`config.mk`:
```
export PLATFORM = sky130hd
export DESIGN_NAME = sine_wave_meas
export DESIGN_NICKNAME = d
export VERILOG_FILES = /design/src/rtl/sine_wave_meas.sv
export SDC_FILE = /design/constraint.sdc
export NUM_CORES = 1
export LEC_CHECK = 0
export CORE_MARGIN = 2
export CORE_UTILIZATION = 30
export DETAILED_ROUTE_END_ITERATION = 6
export PLACE_DENSITY_LB_ADDON = 0.15
export REMOVE_ABC_BUFFERS = 1
export SKIP_LAST_GASP = 1
export SLEW_MARGIN = 20
export SYNTH_ARGS = -nofsm -noshare
export SYNTH_HDL_FRONTEND = slang
export SYNTH_SLANG_ARGS = --single-unit
```
`constraint.sdc`:
```
create_clock -name Clk -period 2.16 [get_ports Clk]
set_clock_uncertainty 0.1 [all_clocks]
set_input_delay 0.216 -clock Clk [delete_from_list [all_inputs] [get_ports Clk]]
set_output_delay 0.216 -clock Clk [all_outputs]
set_load 0.005 [all_outputs]
```
`src/rtl/sine_wave_meas.sv`:
```
// sine_wave_meas: period and amplitude monitor for offset-binary sine sample streams
// Build option SINE_MEAS_HYST_EN: hysteresis crossing detector (+-HYST LSBs around 128).
// Ports: Clk, Rst (sync, active-high); din/din_vld sample input;
//        period, vmax, vmin, amp_pp (last measurement); meas_valid, timeout (pulses); locked.
module sine_wave_meas #(
    parameter int CNT_W = 16,
    parameter int HYST  = 4
) (
    input  logic             Clk,
    input  logic             Rst,
    input  logic [7:0]       din,
    input  logic             din_vld,
    output logic [CNT_W-1:0] period,
    output logic [7:0]       vmax,
    output logic [7:0]       vmin,
    output logic [7:0]       amp_pp,
    output logic             meas_valid,
    output logic             locked,
    output logic             timeout
);
    localparam logic [0:0] IDLE = 1'b0, RUN = 1'b1;
    logic [0:0]       st;
    logic [CNT_W-1:0] cnt;
    logic [CNT_W:0]   period_r;
    logic [7:0]       run_max, run_min;
    logic             xing, to_hit;
    // A crossing exactly at the counter limit yields 2^CNT_W, clamped on output.
    assign period = period_r[CNT_W] ? '1 : period_r[CNT_W-1:0];
    assign to_hit = st == RUN && !xing && &cnt;
`ifdef SINE_MEAS_HYST_EN
    localparam logic [8:0] HI = 9'(128 + HYST), LO = 9'(128 - HYST);
    logic armed;
    assign xing = armed && {1'b0, din} >= HI;
    always_ff @(posedge Clk) begin
        if (Rst) armed <= 1'b0;
        else if (din_vld) armed <= xing ? 1'b0 : ({1'b0, din} <= LO) ? 1'b1 : armed;
    end
`else
    logic prev_lo, prev_ok;
    assign xing = prev_ok && prev_lo && din[7];
    always_ff @(posedge Clk) begin
        if (Rst) begin
            prev_lo <= 1'b0;
            prev_ok <= 1'b0;
        end else if (din_vld) begin
            prev_lo <= !din[7];
            prev_ok <= !to_hit;
        end
    end
`endif
    always_ff @(posedge Clk) begin
        if (Rst) begin
            st         <= IDLE;
            cnt        <= '0;
            period_r   <= '0;
            run_max    <= '0;
            run_min    <= '0;
            vmax       <= '0;
            vmin       <= '0;
            amp_pp     <= '0;
            meas_valid <= 1'b0;
            locked     <= 1'b0;
            timeout    <= 1'b0;
        end else begin
            meas_valid <= 1'b0;
            timeout    <= 1'b0;
            if (din_vld) begin
                if (xing) begin
                    if (st == RUN) begin
                        period_r   <= {1'b0, cnt} + (CNT_W + 1)'(1);
                        vmax       <= run_max;
                        vmin       <= run_min;
                        amp_pp     <= run_max - run_min;
                        meas_valid <= 1'b1;
                        locked     <= 1'b1;
                    end
                    st      <= RUN;
                    cnt     <= '0;
                    run_max <= din;
                    run_min <= din;
                end else if (to_hit) begin
                    timeout <= 1'b1;
                    locked  <= 1'b0;
                    st      <= IDLE;
                end else if (st == RUN) begin
                    cnt     <= cnt + CNT_W'(1);
                    run_max <= din > run_max ? din : run_max;
                    run_min <= din < run_min ? din : run_min;
                end
            end
        end
    end
endmodule

```
==> flow_metrics.env <==
export IMPL_grt_max_degree=66
export IMPL_period_share_pct=94.8
export IMPL_cp_required_ns=2.26
export IMPL_power_leakage_nw=2.11
export IMPL_h_tree_depth=3
export IMPL_crit_fanout=8
export IMPL_post_drt_wl_per_cell_microns=13.4
export IMPL_power_density_nw_per_um2=567
export IMPL_clock_latency_ns=0.34
export IMPL_yosysMostFrequentCell="dfxtp_1"
export IMPL_async_flop_share_pct=0
export IMPL_die_area_sq_um=14000
export IMPL_fmax_mhz=488
export IMPL_cts_buffers=9
export IMPL_multi_input_area_sq_um=2170
export IMPL_r2r_start="cnt[14]$_SDFFE_PP0P_"
export IMPL_worst_pin_slew_ns=0.674
export IMPL_syn2layout_area_growth_pct=34.4
export IMPL_final_max_slew_viol_count=0
export IMPL_drt_wl_total_microns=9800
export IMPL_clkTransAtPathRegs_ns=0.06
export IMPL_cpMaxStageDelayCell="dfxtp_1"
export IMPL_min_to="prev_lo$_SDFFE_PP0P_"
export IMPL_drive_gt1_share_pct=17.4
export IMPL_final_cell_count_no_fill=730
export IMPL_grt_first_pass_wirelength_microns=16900
export IMPL_finalHoldViolations=0
export IMPL_grt_total_usage_pct=15.0
export IMPL_place_gp_congestion=0.770
export IMPL_cpPeakStageDelay_ns=0.41
export IMPL_antenna_found_initial=0
export IMPL_synth_distinct_cells=49
export IMPL_ys_seq_area_share_pct=40.4
export IMPL_port_buffers=53
export IMPL_gr_total_overflow=0
export IMPL_die_w_microns=118
export IMPL_synth_edff_count=0
export IMPL_syn_area_sq_um=3910
export IMPL_placedCellCount=716
export IMPL_outcome="finished clean"
export IMPL_worstRegToRegCells=8
export IMPL_crit_chain="nand4_1 > nor4_4 > o21a_4 > buf_4 > o21bai_4 > buf_12 > mux2i_1 > nor2_1"
export IMPL_design_core_area_sq_um=12700
export IMPL_startpoint="cnt[14]$_SDFFE_PP0P_"
export IMPL_peakVddDrop_mv=0.323
export IMPL_rows=41
export IMPL_hold_class="primary input to register"
export IMPL_synth_yosys_warnings=0
export IMPL_clockRootBuffer="clkbuf_16"
export IMPL_tritoncts="built"
export IMPL_path_class="register to register"
export IMPL_synth_largest_area_cell="dfxtp_1"
export IMPL_ys_flop_type="dfxtp_1"
export IMPL_viasPerCell=4.63
export IMPL_vias=3377
export IMPL_cp_end_kind="register"
export IMPL_period_needed_ns=2.05
export IMPL_startpoint_type="register"
export IMPL_pre_cts_slack_ns=-0.239
export IMPL_antenna_cells=0
export IMPL_dp_final_hpwl_microns=7140
export IMPL_dr_first_iter_drc_count=150
export IMPL_syn_area_per_cell_sq_um=8.40
export IMPL_cts_num_sinks=79
export IMPL_max_cap_viol_count=0
export IMPL_ios=54
export IMPL_syn_inst=466
export IMPL_cts_buffer_depth=2
export IMPL_finalSetupViolations=0
export IMPL_hold_depth=4
export IMPL_ff2ff_setup_slack_ns=0.11
export IMPL_r2r_end="run_min[2]$_SDFFE_PP0P_"
export IMPL_fin_nets=591
export IMPL_holdCritStartpoint="din[7]"
export IMPL_final_seq_area_sq_um=1590
export IMPL_grt_pass1_vias=3354
export IMPL_worstPathArrival_ns=2.15
export IMPL_drc_errors=0
export IMPL_cts_hold_buffers=0
export IMPL_drtAntennaViolNets=0
export IMPL_die_height_microns=118
export IMPL_synthTopCellsByArea="dfxtp_1, ha_1, nand2_1, nor2_1, a21oi_1"
export IMPL_drt_pre_antenna_iters=4
export IMPL_fin_ws_ns=0.112
export IMPL_synth_seq_cells=79
export IMPL_nFillCells=1309
export IMPL_netlist_top_cells_count="dfxtp_1, nand2_1, nor2_1"
export IMPL_synth_top_cell_area_share_pct=40.4
export IMPL_finalPower_w=0.00298
export IMPL_slew_limit_headroom_pct=55.1
export IMPL_floorplan_initialDensity_pct=30.9
## cell type report
class | count | share of cell area, %
Clock inverter | 2 | 0.190
Inverter | 20 | 1.43
Tap cell | 172 | 4.09
Clock buffer | 11 | 4.62
Multi-Input combinational cell | 344 | 41.3
Timing Repair Buffer | 102 | 18.1
Sequential cell | 79 | 30.3
## routing by layer
layer	GRT usage [%]	share of wire, %	vias to the layer above	routed length, microns
met3	3.33	3.8	11	368
li1	-	-	1784	-
met1	19.9	50	1525	4940
met2	24.0	44	57	4340
met5	0	0	-	0
met4	5.65	1.5	0	148
## through the flow
stage / hold slack [ns] / instance area, sq um / TNS, ns / util [%]
floorplan: 0.185 / 3800 / -15.29 / -
global placement: 0.340 / 4950 / -2.79 / 39.1
detailed placement: 0.343 / 4950 / -3.45 / 39.1
CTS: 0.291 / 5200 / 0 / 41.0
global route: 0.234 / 5260 / -0.00196 / 41.5
finish: 0.212 / 5260 / 0 / 41.5
## state kept, by name, summed over array words and instances (netlist names)
signal / count
timeout: 1
st: 1
locked: 1
prev_ok: 1
run_max: 8
prev_lo: 1
vmin: 8
run_min: 8
meas_valid: 1
amp_pp: 8
period_r: 17
vmax: 8
cnt: 16
## power by group
part | leakage, nW | switching, W | total [W] | internal [W]
clock | 0.127 | 0.000579 | 0.00137 | 0.000787
combinational | 1.34 | 0.0000831 | 0.000151 | 0.0000681
sequential | 0.640 | 0.00000401 | 0.00146 | 0.00146
total | 2.11 | 0.000666 | 0.00298 | 0.00232
## worst max-delay path, delay by kind of cell, from the launching register on
family	cells	cell delay [ns]
buffers and inverters	2	0.27
AO/OA/AOI/OAI	2	0.31
AND/OR/NAND/NOR	3	0.63
multiplexers	1	0.19
flip-flops	1	0.41
## worst max-delay path by stage
stage / endpoint / cells after the start
after floorplan: period_r[12]$_SDFFE_PP0P_ / 4
after global placement: run_max[5]$_SDFFE_PP0P_ / 9
after detailed placement: run_max[5]$_SDFFE_PP0P_ / 9
after CTS: run_min[2]$_SDFFE_PP0P_ / 8
after global routing: run_min[1]$_SDFFE_PP0P_ / 8
final: run_min[2]$_SDFFE_PP0P_ / 8
## cell families (layout without fill, tap and decap cells)
kind of cell / after synthesis / after routing / synth area share [%]
adders and majority gates: 24 / 24 / 7.87
AOI/OAI and AO/OA: 100 / 100 / 16.1
and+or+nand+nor: 184 / 184 / 22.3
buffers and inverters: 43 / 135 / 4.73
xor gates and xnor gates: 19 / 19 / 4.25
muxes: 17 / 17 / 4.35
DFF: 79 / 79 / 40.4
## cell usage in the layout (no fill, tap or decap), types with 7 or more instances in the layout
master	Yosys	layout
o21ai_0	19	15
clkdlybuf4s50_1	0	51
xnor2_1	13	13
ha_1	23	21
mux2i_1	17	17
a21oi_1	41	41
nand3_1	8	8
or2_2	16	16
buf_4	1	44
dfxtp_1	79	72
clkbuf_16	0	9
nor3_1	7	7
nor2b_1	7	7
nand2_1	63	63
a211oi_1	15	14
inv_1	20	19
nor2_1	60	59
## what timing repair did
action	CTS	global route
hold endpoints to repair	0	0
resized for setup	0	19
endpoints found under the setup margin	0	23
setup buffers	0	1
Note: power is estimated with default switching activity, not from simulation.
